[src/rtl/clint_regfile.sv]
// CLINT register back-end: mtime, per-hart mtimecmp/msip, RTC tick synchroniser,
// and per-hart timer/software interrupt outputs behind a RAM-like access port.
module clint_regfile #(
    parameter int unsigned AXI_ADDR_WIDTH = 64,
    parameter int unsigned AXI_DATA_WIDTH = 64,
    parameter int unsigned NR_CORES       = 1
) (
    input  logic                      clk_i,
    input  logic                      rst_ni,
    input  logic [AXI_ADDR_WIDTH-1:0] address_i,
    input  logic                      en_i,
    input  logic                      we_i,
    input  logic [AXI_DATA_WIDTH-1:0] data_i,
    output logic [AXI_DATA_WIDTH-1:0] data_o,
    input  logic                      rtc_i,
    output logic [NR_CORES-1:0]       timer_irq_o,
    output logic [NR_CORES-1:0]       ipi_o
);

    logic [63:0]         mtime_q, mtime_d;
    logic [63:0]         mtimecmp_q [NR_CORES];
    logic [63:0]         mtimecmp_d [NR_CORES];
    logic [NR_CORES-1:0] msip_q, msip_d;
    logic [NR_CORES-1:0] timer_irq_q;
    logic [1:0]          rtc_sync_q;
    logic                rtc_prev_q;
    logic                tick;

    logic [12:0]         word;
    logic [1:0]          region;
    logic [10:0]         hart;
    logic                sel_mtime;
    logic [NR_CORES-1:0] sel_msip, sel_cmp;
    logic                wr, rd;
    logic                unused_addr;

    // Only offset bits [15:3] take part in decoding.
    assign word        = address_i[15:3];
    assign region      = word[12:11];
    assign hart        = word[10:0];
    assign sel_mtime   = (word == 13'h17FF);
    assign wr          = en_i & we_i;
    assign rd          = en_i & ~we_i;
    assign unused_addr = ^{address_i[AXI_ADDR_WIDTH-1:16], address_i[2:0]};

    always_comb begin
        sel_msip = '0;
        sel_cmp  = '0;
        for (int unsigned i = 0; i < NR_CORES; i++) begin
            sel_msip[i] = (region == 2'b00) && (hart == 11'(i));
            sel_cmp[i]  = (region == 2'b01) && (hart == 11'(i));
        end
    end

    assign tick = rtc_sync_q[1] & ~rtc_prev_q;

    always_ff @(posedge clk_i or negedge rst_ni) begin
        if (!rst_ni) begin
            rtc_sync_q <= '0;
            rtc_prev_q <= 1'b0;
        end else begin
            rtc_sync_q <= {rtc_sync_q[0], rtc_i};
            rtc_prev_q <= rtc_sync_q[1];
        end
    end

    // A software write to MTIME wins over a coincident tick.
    always_comb begin
        mtime_d = mtime_q;
        if (wr && sel_mtime) begin
            mtime_d = data_i;
        end else if (tick) begin
            mtime_d = mtime_q + 64'd1;
        end
    end

    always_comb begin
        msip_d     = msip_q;
        mtimecmp_d = mtimecmp_q;
        for (int unsigned i = 0; i < NR_CORES; i++) begin
            if (wr && sel_msip[i]) begin
                msip_d[i] = data_i[0];
            end
            if (wr && sel_cmp[i]) begin
                mtimecmp_d[i] = data_i;
            end
        end
    end

    always_ff @(posedge clk_i or negedge rst_ni) begin
        if (!rst_ni) begin
            mtime_q     <= '0;
            msip_q      <= '0;
            timer_irq_q <= '0;
            for (int unsigned i = 0; i < NR_CORES; i++) begin
                mtimecmp_q[i] <= '1;
            end
        end else begin
            mtime_q <= mtime_d;
            msip_q  <= msip_d;
            for (int unsigned i = 0; i < NR_CORES; i++) begin
                mtimecmp_q[i]  <= mtimecmp_d[i];
                timer_irq_q[i] <= (mtime_q >= mtimecmp_q[i]);
            end
        end
    end

    always_comb begin
        data_o = '0;
        if (rd) begin
            if (sel_mtime) begin
                data_o = mtime_q;
            end
            for (int unsigned i = 0; i < NR_CORES; i++) begin
                if (sel_msip[i]) begin
                    data_o = AXI_DATA_WIDTH'(msip_q[i]);
                end
                if (sel_cmp[i]) begin
                    data_o = mtimecmp_q[i];
                end
            end
        end
    end

    assign timer_irq_o = timer_irq_q;
    assign ipi_o       = msip_q;

endmodule

[config.mk]
export PLATFORM = sky130hd
export DESIGN_NAME = clint_regfile
export DESIGN_NICKNAME = d
export VERILOG_FILES = /design/src/rtl/clint_regfile.sv
export SDC_FILE = /design/constraint.sdc
export NUM_CORES = 1
export LEC_CHECK = 0
export BUFFER_PORTS_ARGS = -buffer_cell sky130_fd_sc_hd__buf_2
export CAP_MARGIN = 20
export CORE_MARGIN = 3
export CORE_UTILIZATION = 56
export CTS_BUF_LIST = sky130_fd_sc_hd__clkbuf_2
export CTS_CLUSTER_DIAMETER = 50
export DETAILED_ROUTE_END_ITERATION = 8
export PLACE_DENSITY = 0.83
export SYNTH_ARGS = -nofsm -noshare
export SYNTH_HDL_FRONTEND = slang
export SYNTH_SLANG_ARGS = --single-unit
[constraint.sdc]
create_clock -name clk_i -period 2.7 [get_ports clk_i]
set_input_delay 0.135 -clock clk_i [delete_from_list [all_inputs] [get_ports clk_i]]
set_output_delay 0.135 -clock clk_i [all_outputs]
set_load 0.03 [all_outputs]
==> flow_summary.ini <==
[route]
dr.first_iter.drc_count = 814
viasPerCell = 5.79
wl_per_cell_um = 17.2
ant_nets = 0
firstDrtPassIters = 6
drc = 0
totalWireLength_mm = 24.9
vias = 8403

[power_and_ir_drop]
power_density_nw_per_um2 = 385
p_leak_nw = 5.06
pwr-share-clk_pct = 28.7
p_int_mw = 2.87
peakVddDrop_v = 0.000239
power_frac_seq_pct = 54.5
power_switching_share_pct = 31.0
power.switching_mw = 1.29
p_comb_share_pct = 16.7

[outcome]
status = completed

[synthesis]
yosys_warnings = 0
ys_top_cells_by_area = dfrtp_1 (20%), dfstp_2 (20%), ha_1 (9.5%), o21ai_0 (7.5%), nand2_1 (6.8%)
avgSynthCellArea_um2 = 8.42
syn_inst = 1016
syn-cell-area_um2 = 8560
syn-num-nets = 1214
synth-seq-cells = 133
ys_async_sr_fraction_pct = 100
synth_top_area_share_pct = 20.2
synth_top_area_cell = dfrtp_1
yosys_most_used_dff = dfrtp_1
synth_cell_types = 52
synth-seq-area-share_pct = 39.8
synth-edff-count = 0

[place]
dp_hpwl_mm = 17.0
dp_slack_ps = 69.9
dp.cells = 1337
portBuffers = 147
gp_congestion = 0.891

[sta]
hold_viol_final = 0
final.setup_skew_ps = 41.9
setup_viol = 0
worst_slew_pin_slew_ps = 569
final_max_slew_viol_count = 0
finalWorstSetupSlack_ps = 45.6
final.min_clock_period_ps = 2650
max_freq_ghz = 0.377
post-route-period-util_pct = 98.3
max-slew-margin-rel_pct = 61.8
rsz0062_at_grt = true

[critical_path]
start_kind = register
cp.arrival_ps = 3290
crit_type = register to register
critPathRequiredTime_ps = 3340
cp_max_fo = 3
cp-end-kind = register

[die]
fp.coreArea_um2 = 14800
io_pins = 199
die_h_um = 130
start_util_pct = 58.0
die_area_um2 = 16800
rows = 44
die_w_um = 130

[grt]
grt.total_usage_pct = 29.9
grt_max_degree = 71
grt_antenna_before_repair = 2
grt_pass1_vias = 8116
grt_pass1_wl_mm = 39.7
globalRouteOverflowTotal = 0

[flow_run]
drv_cap = 0

[layout]
final_nets = 1450
utilization_pct = 73.3
final_common_cell = nand2_1
final_cell_mix = nand2_1 (155), buf_2 (146), o21ai_0 (127)
drive_gt1_share_pct = 24.4
stdcell_count = 1451
syn2layout_area_growth_pct = 26.3
nFillCells = 1096

[clock_network]
cts_inserted_buffers = 17
cts_max_level = 4
root_buffer = clkbuf_2
numClockSinks = 133
cts_tree = yes
clockBufferDepth = 2
clk_pin_slew_ps = 230
clk_latency_ps = 760

[worst_hold_path]
hold_path.class = input port to register
==> worst max-delay path: stages (launching register included) <==
cell      delay [ps]
dfstp_2          580
inv_1             50
ha_1             280
and4_1           220
nor4bb_2         190
buf_4            150
nand2_1           70
buf_4            120
buf_4            100
o31ai_1           60
a211o_1          230
or4_1            510
==> flip-flops by register name (all words and copies together), names as in the netlist <==
| signal | flops |
|---|---|
| mtimecmp_q | 64 |
| ipi_o | 1 |
| mtime_q | 64 |
| rtc_sync_q | 2 |
| rtc_prev_q | 1 |
| timer_irq_o | 1 |
==> worst paths after layout <==
| kind | startpoint | to | slack, ps | cells past startpoint |
|---|---|---|---|---|
| max | mtimecmp_q[53]$_DFFE_PN1P_ | timer_irq_o$_DFF_PN0_ | 50 | 11 |
| min | data_i[41] | mtime_q[41]$_DFFE_PN0P_ | 110 | 4 |
| max reg2reg | mtimecmp_q[53]$_DFFE_PN1P_ | timer_irq_o$_DFF_PN0_ | 50 | 11 |
| min reg2reg | rtc_sync_q[0]$_DFF_PN0_ | rtc_sync_q[1]$_DFF_PN0_ | 390 | 0 |
| max in group asynchronous | rst_ni | mtimecmp_q[40]$_DFFE_PN1P_ | 2160 | 3 |
| min in group asynchronous | rst_ni | mtimecmp_q[43]$_DFFE_PN1P_ | 150 | 2 |
==> power by group through the flow <==
| stage | Sequential [mW] | Combinational [mW] | Clock [mW] |
|---|---|---|---|
| final | 2.27 | 0.696 | 1.19 |
| after global routing | 2.29 | 0.773 | 1.30 |
| after CTS | 2.26 | 0.684 | 1.21 |
| after detailed placement | 2.30 | 0.595 | 0 |
| after global placement | 2.28 | 0.577 | 0 |
| after floorplan | 2.28 | 0.297 | 0 |
==> synthesized netlist by cell type, types with 2 or more instances <==
cell	number
buf_1	12
nand2b_1	2
nand4_1	33
nor2_1	96
a21boi_0	2
o21ai_0	128
a21oi_1	27
a22oi_1	63
nor4_1	7
and4_1	9
nor3_1	8
dfstp_2	64
ha_1	65
a221oi_1	3
mux2i_1	2
nand2_1	155
dfrtp_1	69
or3_1	3
nor2b_1	2
xnor2_1	14
a211oi_1	4
or4_1	2
clkbuf_1	35
nand4_4	2
mux2_2	2
a21o_1	5
inv_1	72
xor2_1	46
and2_1	4
and3_1	15
buf_2	7
nand3_1	37
a31oi_1	2
==> final cells by class <==
| cell class | count | area, µm² | area share [%] |
|---|---|---|---|
| Antenna cell | 2 | 5.00 | 0.0463 |
| Clock buffer | 18 | 90.1 | 0.833 |
| Clock inverter | 14 | 138 | 1.27 |
| Inverter | 72 | 270 | 2.50 |
| Multi-Input combinational cell | 756 | 4700 | 43.5 |
| Sequential cell | 133 | 3410 | 31.5 |
| Tap cell | 184 | 230 | 2.13 |
| Timing Repair Buffer | 272 | 1970 | 18.2 |
==> per-stage QoR <==
stage	power (mW)	TNS (ps)	hold slack (ps)	area (µm²)
final	4.16	0	113	10800
after global placement	2.86	0	210	9760
after global routing	4.36	-60.4	60.6	10800
after detailed placement	2.89	0	215	9760
after CTS	4.15	0	0.762	10800
after floorplan	2.58	0	-161	8560
==> kinds of logic after synthesis <==
| logic type | synth area share [%] |
|---|---|
| and+or+nand+nor | 21.7 |
| AOI/OAI and AO/OA | 16.6 |
| DFF | 39.8 |
| buffers and inverters | 5.69 |
| adders and majority gates | 9.50 |
| xor gates and xnor gates | 6.14 |
| muxes | 0.497 |
==> metal layers <==
metal  vias up  routed length (µm)  global-route usage (%)
li1       4022                   -                       -
met1      3962               10700                    40.0
met2       357               12000                    48.7
met3        62                1660                    5.73
met4         0                 679                    10.6
met5         -                   0                       0
==> timing repair <==
item / CTS / global route
gates resized for setup: 0 / 4
hold buffers: 76 / 1
setup endpoints to repair: 0 / 3
endpoints found under the hold margin: 223 / 1
setup buffers: 0 / 3
Note: power is estimated with default switching activity, not from simulation.
